**src/rtl/cu_fsm_dcdr_pkg.sv**
```systemverilog
// cu_fsm_dcdr_pkg: shared opcodes, states, control encodings and decode bundle
package cu_fsm_dcdr_pkg;

   typedef enum logic [6:0] {
      OP_LOAD   = 7'b0000011,
      OP_IMM    = 7'b0010011,
      OP_AUIPC  = 7'b0010111,
      OP_STORE  = 7'b0100011,
      OP_OP     = 7'b0110011,
      OP_LUI    = 7'b0110111,
      OP_BRANCH = 7'b1100011,
      OP_JALR   = 7'b1100111,
      OP_JAL    = 7'b1101111,
      OP_SYS    = 7'b1110011
   } opcode_t;

   typedef enum logic [1:0] {ST_FETCH, ST_EXEC, ST_WB, ST_INTR} state_t;

   localparam logic [3:0] ALU_ADD = 4'b0000;
   localparam logic [3:0] ALU_LUI = 4'b1001;

   localparam logic SRCA_RS1  = 1'b0;
   localparam logic SRCA_UIMM = 1'b1;

   localparam logic [1:0] SRCB_RS2  = 2'd0;
   localparam logic [1:0] SRCB_IIMM = 2'd1;
   localparam logic [1:0] SRCB_SIMM = 2'd2;
   localparam logic [1:0] SRCB_PC   = 2'd3;

   localparam logic [2:0] PC_NEXT  = 3'd0;
   localparam logic [2:0] PC_JALR  = 3'd1;
   localparam logic [2:0] PC_BR    = 3'd2;
   localparam logic [2:0] PC_JAL   = 3'd3;
   localparam logic [2:0] PC_MTVEC = 3'd4;
   localparam logic [2:0] PC_MEPC  = 3'd5;

   localparam logic [1:0] WR_PC4 = 2'd0;
   localparam logic [1:0] WR_CSR = 2'd1;
   localparam logic [1:0] WR_MEM = 2'd2;
   localparam logic [1:0] WR_ALU = 2'd3;

   typedef struct packed {
      logic       pc_write;
      logic       reg_write;
      logic       mem_we2;
      logic       mem_rden1;
      logic       mem_rden2;
      logic       csr_we;
      logic       int_taken;
      logic       mret_exec;
      logic [3:0] alu_fun;
      logic       alu_srca;
      logic [1:0] alu_srcb;
      logic [2:0] pc_source;
      logic [1:0] rf_wr_sel;
   } ctrl_t;

   // funct3[0] inverts the base condition; 010/011 have no condition and never branch
   function automatic logic br_taken(input logic [2:0] f3, input logic eq, input logic lt, input logic ltu);
      return f3[2] ? ((f3[1] ? ltu : lt) ^ f3[0]) : (f3[1] ? 1'b0 : (eq ^ f3[0]));
   endfunction

endpackage

```
**src/rtl/cu_fsm_dcdr_if.sv**
```systemverilog
// cu_fsm_dcdr_if: instruction/flag inputs and control outputs of the control unit
interface cu_fsm_dcdr_if;
   logic [31:0] ir;
   logic        br_eq, br_lt, br_ltu, intr, csr_mie;
   logic        PCWrite, regWrite, memWE2, memRDEN1, memRDEN2, csr_WE, int_taken, mret_exec;
   logic [3:0]  alu_fun;
   logic        alu_srcA;
   logic [1:0]  alu_srcB;
   logic [2:0]  pcSource;
   logic [1:0]  rf_wr_sel;

   modport master (
      output ir, br_eq, br_lt, br_ltu, intr, csr_mie,
      input  PCWrite, regWrite, memWE2, memRDEN1, memRDEN2, csr_WE, int_taken, mret_exec,
      input  alu_fun, alu_srcA, alu_srcB, pcSource, rf_wr_sel
   );

   modport slave (
      input  ir, br_eq, br_lt, br_ltu, intr, csr_mie,
      output PCWrite, regWrite, memWE2, memRDEN1, memRDEN2, csr_WE, int_taken, mret_exec,
      output alu_fun, alu_srcA, alu_srcB, pcSource, rf_wr_sel
   );
endinterface

```
**src/rtl/cu_fsm_dcdr_dcdr.sv**
```systemverilog
// cu_dcdr: combinational control decode from FSM state and instruction fields
module cu_dcdr
   import cu_fsm_dcdr_pkg::*;
(
   input  state_t     state_i,
   input  logic [6:0] opcode_i,
   input  logic [2:0] funct3_i,
   input  logic       ir30_i,
   input  logic       br_eq_i,
   input  logic       br_lt_i,
   input  logic       br_ltu_i,
   output ctrl_t      ctrl_o
);

   opcode_t op;
   assign op = opcode_t'(opcode_i);

   // per-state strobes; in EXEC every opcode except a load advances the PC
   always_comb begin
      ctrl_o = '0;
      case (state_i)
         ST_FETCH: ctrl_o.mem_rden1 = 1'b1;
         ST_WB: begin
            ctrl_o.pc_write  = 1'b1;
            ctrl_o.reg_write = 1'b1;
            ctrl_o.rf_wr_sel = WR_MEM;
         end
         ST_INTR: begin
            ctrl_o.pc_write  = 1'b1;
            ctrl_o.int_taken = 1'b1;
            ctrl_o.pc_source = PC_MTVEC;
         end
         ST_EXEC: begin
            ctrl_o.pc_write = 1'b1;
            case (op)
               OP_LOAD: begin
                  ctrl_o.pc_write  = 1'b0;
                  ctrl_o.mem_rden2 = 1'b1;
                  ctrl_o.alu_fun   = ALU_ADD;
                  ctrl_o.alu_srcb  = SRCB_IIMM;
               end
               OP_STORE: begin
                  ctrl_o.mem_we2  = 1'b1;
                  ctrl_o.alu_fun  = ALU_ADD;
                  ctrl_o.alu_srcb = SRCB_SIMM;
               end
               OP_OP: begin
                  ctrl_o.reg_write = 1'b1;
                  ctrl_o.alu_fun   = {ir30_i, funct3_i};
                  ctrl_o.alu_srca  = SRCA_RS1;
                  ctrl_o.alu_srcb  = SRCB_RS2;
                  ctrl_o.rf_wr_sel = WR_ALU;
               end
               OP_IMM: begin
                  ctrl_o.reg_write = 1'b1;
                  ctrl_o.alu_fun   = funct3_i == 3'b101 ? {ir30_i, funct3_i} : {1'b0, funct3_i};
                  ctrl_o.alu_srcb  = SRCB_IIMM;
                  ctrl_o.rf_wr_sel = WR_ALU;
               end
               OP_LUI: begin
                  ctrl_o.reg_write = 1'b1;
                  ctrl_o.alu_fun   = ALU_LUI;
                  ctrl_o.alu_srca  = SRCA_UIMM;
                  ctrl_o.rf_wr_sel = WR_ALU;
               end
               OP_AUIPC: begin
                  ctrl_o.reg_write = 1'b1;
                  ctrl_o.alu_fun   = ALU_ADD;
                  ctrl_o.alu_srca  = SRCA_UIMM;
                  ctrl_o.alu_srcb  = SRCB_PC;
                  ctrl_o.rf_wr_sel = WR_ALU;
               end
               OP_JAL: begin
                  ctrl_o.reg_write = 1'b1;
                  ctrl_o.pc_source = PC_JAL;
                  ctrl_o.rf_wr_sel = WR_PC4;
               end
               OP_JALR: begin
                  ctrl_o.reg_write = 1'b1;
                  ctrl_o.pc_source = PC_JALR;
                  ctrl_o.rf_wr_sel = WR_PC4;
               end
               OP_BRANCH: ctrl_o.pc_source = br_taken(funct3_i, br_eq_i, br_lt_i, br_ltu_i) ? PC_BR : PC_NEXT;
               OP_SYS: begin
                  ctrl_o.csr_we    = funct3_i == 3'b001;
                  ctrl_o.reg_write = funct3_i == 3'b001;
                  ctrl_o.rf_wr_sel = funct3_i == 3'b001 ? WR_CSR : WR_PC4;
                  ctrl_o.mret_exec = funct3_i == 3'b000;
                  ctrl_o.pc_source = funct3_i == 3'b000 ? PC_MEPC : PC_NEXT;
               end
               default: ;
            endcase
         end
      endcase
   end

endmodule

```
**src/rtl/cu_fsm_dcdr.sv**
```systemverilog
// cu_fsm_dcdr: multi-cycle control unit FSM (fetch/exec/writeback/interrupt)
module cu_fsm_dcdr
   import cu_fsm_dcdr_pkg::*;
(
   input  logic         CLK,
   input  logic         RST,
   cu_fsm_dcdr_if.slave bus
);

   state_t state_q;
   ctrl_t  ctrl;
   logic   irq;

   assign irq = bus.intr & bus.csr_mie;

   cu_dcdr u_dcdr (
      .state_i  (state_q),
      .opcode_i (bus.ir[6:0]),
      .funct3_i (bus.ir[14:12]),
      .ir30_i   (bus.ir[30]),
      .br_eq_i  (bus.br_eq),
      .br_lt_i  (bus.br_lt),
      .br_ltu_i (bus.br_ltu),
      .ctrl_o   (ctrl)
   );

   // state register; interrupts are only taken at instruction boundaries (end of EXEC/WB)
   always_ff @(posedge CLK) begin
      if (RST) state_q <= ST_FETCH;
      else
         case (state_q)
            ST_FETCH: state_q <= ST_EXEC;
            ST_EXEC:  state_q <= ctrl.mem_rden2 ? ST_WB : (irq ? ST_INTR : ST_FETCH);
            ST_WB:    state_q <= irq ? ST_INTR : ST_FETCH;
            ST_INTR:  state_q <= ST_FETCH;
         endcase
   end

   // side-effecting strobes are suppressed during reset so a mid-instruction reset commits nothing
   assign bus.PCWrite   = ctrl.pc_write  & ~RST;
   assign bus.regWrite  = ctrl.reg_write & ~RST;
   assign bus.memWE2    = ctrl.mem_we2   & ~RST;
   assign bus.memRDEN2  = ctrl.mem_rden2 & ~RST;
   assign bus.csr_WE    = ctrl.csr_we    & ~RST;
   assign bus.int_taken = ctrl.int_taken & ~RST;
   assign bus.mret_exec = ctrl.mret_exec & ~RST;
   assign bus.memRDEN1  = ctrl.mem_rden1;
   assign bus.alu_fun   = ctrl.alu_fun;
   assign bus.alu_srcA  = ctrl.alu_srca;
   assign bus.alu_srcB  = ctrl.alu_srcb;
   assign bus.pcSource  = ctrl.pc_source;
   assign bus.rf_wr_sel = ctrl.rf_wr_sel;

endmodule
```
**src/flat_wrapper.sv**
```systemverilog
// flat-port wrapper written by rule: the top's interface ports become plain ports
module cu_fsm_dcdr_flat import cu_fsm_dcdr_pkg::*;
  (CLK, RST, bus_ir, bus_br_eq, bus_br_lt, bus_br_ltu, bus_intr, bus_csr_mie, bus_PCWrite, bus_regWrite, bus_memWE2, bus_memRDEN1, bus_memRDEN2, bus_csr_WE, bus_int_taken, bus_mret_exec, bus_alu_fun, bus_alu_srcA, bus_alu_srcB, bus_pcSource, bus_rf_wr_sel);
  cu_fsm_dcdr_if bus_i ();
  input  logic CLK;
  input  logic RST;
  input wire logic [$bits(bus_i.ir)-1:0] bus_ir;
  input wire logic [$bits(bus_i.br_eq)-1:0] bus_br_eq;
  input wire logic [$bits(bus_i.br_lt)-1:0] bus_br_lt;
  input wire logic [$bits(bus_i.br_ltu)-1:0] bus_br_ltu;
  input wire logic [$bits(bus_i.intr)-1:0] bus_intr;
  input wire logic [$bits(bus_i.csr_mie)-1:0] bus_csr_mie;
  output wire logic [$bits(bus_i.PCWrite)-1:0] bus_PCWrite;
  output wire logic [$bits(bus_i.regWrite)-1:0] bus_regWrite;
  output wire logic [$bits(bus_i.memWE2)-1:0] bus_memWE2;
  output wire logic [$bits(bus_i.memRDEN1)-1:0] bus_memRDEN1;
  output wire logic [$bits(bus_i.memRDEN2)-1:0] bus_memRDEN2;
  output wire logic [$bits(bus_i.csr_WE)-1:0] bus_csr_WE;
  output wire logic [$bits(bus_i.int_taken)-1:0] bus_int_taken;
  output wire logic [$bits(bus_i.mret_exec)-1:0] bus_mret_exec;
  output wire logic [$bits(bus_i.alu_fun)-1:0] bus_alu_fun;
  output wire logic [$bits(bus_i.alu_srcA)-1:0] bus_alu_srcA;
  output wire logic [$bits(bus_i.alu_srcB)-1:0] bus_alu_srcB;
  output wire logic [$bits(bus_i.pcSource)-1:0] bus_pcSource;
  output wire logic [$bits(bus_i.rf_wr_sel)-1:0] bus_rf_wr_sel;
  assign bus_i.ir = bus_ir;
  assign bus_i.br_eq = bus_br_eq;
  assign bus_i.br_lt = bus_br_lt;
  assign bus_i.br_ltu = bus_br_ltu;
  assign bus_i.intr = bus_intr;
  assign bus_i.csr_mie = bus_csr_mie;
  assign bus_PCWrite = bus_i.PCWrite;
  assign bus_regWrite = bus_i.regWrite;
  assign bus_memWE2 = bus_i.memWE2;
  assign bus_memRDEN1 = bus_i.memRDEN1;
  assign bus_memRDEN2 = bus_i.memRDEN2;
  assign bus_csr_WE = bus_i.csr_WE;
  assign bus_int_taken = bus_i.int_taken;
  assign bus_mret_exec = bus_i.mret_exec;
  assign bus_alu_fun = bus_i.alu_fun;
  assign bus_alu_srcA = bus_i.alu_srcA;
  assign bus_alu_srcB = bus_i.alu_srcB;
  assign bus_pcSource = bus_i.pcSource;
  assign bus_rf_wr_sel = bus_i.rf_wr_sel;
  cu_fsm_dcdr u_core (.CLK(CLK), .RST(RST), .bus(bus_i));
endmodule
```
**config.mk**
```make
export PLATFORM = sky130hd
export DESIGN_NAME = cu_fsm_dcdr_flat
export DESIGN_NICKNAME = d
export VERILOG_FILES = /design/src/rtl/cu_fsm_dcdr_pkg.sv /design/src/rtl/cu_fsm_dcdr_if.sv /design/src/rtl/cu_fsm_dcdr_dcdr.sv /design/src/rtl/cu_fsm_dcdr.sv /design/src/flat_wrapper.sv
export SDC_FILE = /design/constraint.sdc
export NUM_CORES = 1
export LEC_CHECK = 0
export BUFFER_PORTS_ARGS = -buffer_cell sky130_fd_sc_hd__buf_2
export CAP_MARGIN = 10
export CORE_MARGIN = 5
export CORE_UTILIZATION = 31
export CTS_BUF_LIST = sky130_fd_sc_hd__clkbuf_8 sky130_fd_sc_hd__clkbuf_16
export DETAILED_ROUTE_END_ITERATION = 12
export PLACE_DENSITY = 0.82
export RECOVER_POWER = 25
export SLEW_MARGIN = 20
export SYNTH_ARGS = -nofsm -noshare
export SYNTH_HDL_FRONTEND = slang
export SYNTH_HIERARCHICAL = 1
export SYNTH_SLANG_ARGS = --single-unit
export TNS_END_PERCENT = 30
```
**constraint.sdc**
```tcl
create_clock -name CLK -period 1.6 [get_ports CLK]
set_input_delay 0.16 -clock CLK [delete_from_list [all_inputs] [get_ports CLK]]
set_output_delay 0.16 -clock CLK [all_outputs]
set_load 0.01 [all_outputs]
```
==> flow_metrics.py <==
metrics = {
    "placed_design": {
        "gp_congestion": 0.905,
        "placed_cells": 149,
        "place.detailed.hpwl_mm": 1.57,
        "io_buffers": 37,
    },
    "global_routing": {
        "grt_usage_pct": 16.2,
        "grt_overflow": 0,
        "antenna_found_initial": 0,
        "grt_max_degree": 11,
        "grt_pass1_wl_mm": 3.33,
        "grt_pass1_vias": 799,
    },
    "critical_path": {
        "crit_path_start_kind": "register",
        "crit_fanout": 3,
        "worst_setup_path_end_kind": "output port",
        "worst_path_max_delay_cell": "or3_4",
        "path_cells": "inv_2 > ha_4 > nand3_4 > or3_4 > o21bai_4 > o31a_1 > and2b_2 > buf_6",
        "slowest_delay_ns": 0.36,
        "worstPathArrival_ns": 1.70,
        "worstSetupPathType": "register to output port",
        "worst_ep_required_time_ns": 1.44,
    },
    "pwr": {
        "switching_share_pct": 29.5,
        "max-vdd-ir-drop_mv": 0.455,
        "pwr-share-seq_pct": 13.8,
        "p_int_w": 0.000291,
        "p_leak_nw": 0.541,
        "pwr-share-clk_pct": 48.2,
        "p_per_area_nw_per_um2": 391,
        "combPwrFrac_pct": 38.0,
        "power.net_switching_w": 0.000122,
    },
    "yosys": {
        "syn_nets": 120,
        "synth_top_area_share_pct": 11.1,
        "synthesis.area_um2": 551,
        "ys_seq_elements": 2,
        "synth_top_area_cell": "and2b_2",
        "yosys_warnings": 6,
        "yosysSeqAreaShare_pct": 7.27,
        "ys_types": 33,
        "avgSynthCellArea_um2": 7.15,
        "synthCells": 77,
        "synth_area_leaders": "and2b_2 11%, ha_1 9.1%, dfxtp_1 7.3%",
    },
    "floorplan": {
        "core_um2": 1710,
        "die_y_um": 52.1,
        "fp.dieArea_um2": 2720,
        "rows": 15,
        "fp.dieW_um": 52.1,
        "start_util_pct": 32.2,
        "ios": 59,
    },
    "timing": {
        "slew_violations": 0,
        "hold_viol_final": 0,
        "holdWs_ns": 0.224,
        "max_freq_ghz": 0.539,
        "rsz0062_at_grt": "true",
        "tns_ns": -2.16,
        "layout_setup_ws_ns": -0.256,
        "fin_crit_sh_pct": 116,
        "worst_pin_slew_ns": 0.449,
        "slew_headroom_pct": 69.8,
        "finalSetupViolations": 17,
        "finalCriticalPeriod_ns": 1.86,
        "finalClockSkew_ns": 0.00280,
    },
    "layout": {
        "final_cell_mix": "28 x buf_2, 15 x buf_4, 9 x buf_6, 7 x and2b_2, 7 x inv_1",
        "final_cells": 158,
        "top_register": "u_core/state_q",
        "multi_input_area_um2": 549,
        "seq_area_um2": 42.5,
        "nNetsFinal": 178,
        "largest_reg_flops": 2,
        "reg_top3": "u_core/state_q (2)",
        "insertedDiodeCount": 0,
        "layout-drive-gt1-share_pct": 62.4,
        "num-fill-cells": 140,
        "final_common_cell": "buf_2",
        "area_growth_pct": 91.8,
    },
    "detailed_routing": {
        "via_per_inst": 4.86,
        "vias": 768,
        "wirelength_mm": 2.13,
        "drc": 0,
        "drt-initial-drc-count": 16,
        "first_pass_iters": 3,
        "final_antenna_net_count": 0,
        "routedWlPerCell_um": 13.5,
    },
    "clock_network": {
        "h-tree-depth": 1,
        "insertion_delay_ns": 0.21,
        "postCtsHoldBufs": 0,
        "tritoncts": "done",
        "cts_buffer_depth": 2,
        "clock-sinks": 2,
        "clock-root-buffer": "clkbuf_8",
        "clkTransAtPathRegs_ns": 0.03,
        "cts_made_buffers": 3,
    },
    "run_status": {
        "violations": "setup timing",
        "status": "finished, violations left",
    },
    "worst_hold_path": {
        "hp-class": "input port to register",
    },
    "flow_run": {
        "maxCapViolCount": 0,
    },
}
-- worst max-delay path, delay by kind of cell, from the launching register on --
| family | cells | cell delay [ns] |
|---|---|---|
| AND/OR/NAND/NOR | 3 | 0.60 |
| flip-flops | 1 | 0.31 |
| AO/OA/AOI/OAI | 2 | 0.25 |
| buffers and inverters | 2 | 0.18 |
| adder cells (fa/ha/maj) | 1 | 0.16 |
-- per-layer routing --
metal / track usage, % / up-vias / share of wire [%]
met5: 0 / - / 0
met2: 30.8 / 29 / 56
met1: 16.1 / 351 / 36
met4: 8.94 / 0 / 1.4
met3: 3.15 / 4 / 6.7
li1: - / 384 / -
-- power groups by stage --
stage,Sequential [W],Clock (W),Combinational [W]
2_1_floorplan,0.0000591,0,0.0000612
3_3_place_gp,0.0000573,0,0.000125
3_5_place_dp,0.0000576,0,0.000132
4_1_cts,0.0000569,0.000204,0.000152
5_1_grt,0.0000571,0.000207,0.000170
6_report,0.0000569,0.000199,0.000157
-- final cells by class --
cell class | count | area share (%)
clock buffer | 3 | 3.91
inverter | 9 | 3.20
multi-input combinational | 66 | 52.0
sequential | 2 | 4.03
tap | 25 | 2.96
timing repair buffer | 53 | 33.9
-- through the flow --
| stage | total power (W) | setup WS (ns) | utilization (%) | cell area [µm²] |
|---|---|---|---|---|
| 2_1_floorplan | 0.000120 | -0.0147 | - | 564 |
| 3_3_place_gp | 0.000182 | -0.0409 | 50.1 | 856 |
| 3_5_place_dp | 0.000190 | -0.0882 | 50.1 | 856 |
| 4_1_cts | 0.000413 | -0.250 | 59.9 | 1020 |
| 5_1_grt | 0.000434 | -0.316 | 61.8 | 1060 |
| 6_report | 0.000413 | -0.256 | 61.8 | 1060 |
-- cells in the mapped netlist (all sizes together) --
cell     count
inv          9
and2b        7
nand2        7
nor2         5
a21oi        4
ha           4
nand2b       4
nor3         4
and2         3
nor4         3
dfxtp        2
nand3        2
nand3b       2
nand4bb      2
o21ai        2
or2          2
xor2         2
a21o         1
a22o         1
a31oi        1
mux2i        1
nor2b        1
nor4b        1
o21a         1
o21bai       1
o22ai        1
o31a         1
o32ai        1
or3          1
or3b         1
-- final timing paths --
path,to,startpoint,cells after the start,slack [ns]
worst max-delay path,bus_regWrite,u_core/state_q[1]$_SDFF_PP0_,8,-0.26
worst min-delay path,u_core/state_q[0]$_SDFF_PP0_,RST,2,0.22
worst max register to register,u_core/state_q[0]$_SDFF_PP0_,u_core/state_q[1]$_SDFF_PP0_,7,0.23
worst min register to register,u_core/state_q[1]$_SDFF_PP0_,u_core/state_q[1]$_SDFF_PP0_,3,0.66
-- cells by family after synthesis --
family | count (synthesis) | share of synthesized area [%]
buffers and inverters | 9 | 6.14
DFF | 2 | 7.27
muxes | 1 | 1.82
adders and majority gates | 4 | 9.09
and+or+nand+nor | 45 | 53.9
AOI/OAI and AO/OA | 14 | 18.6
xor gates and xnor gates | 2 | 3.18
-- timing repair --
action                                  CTS  global route
pin swaps                                 8             4
buffers inserted                          6             0
endpoints found under the setup margin   15            18
resized for setup                        19             8
Note: power is estimated with default switching activity, not from simulation.
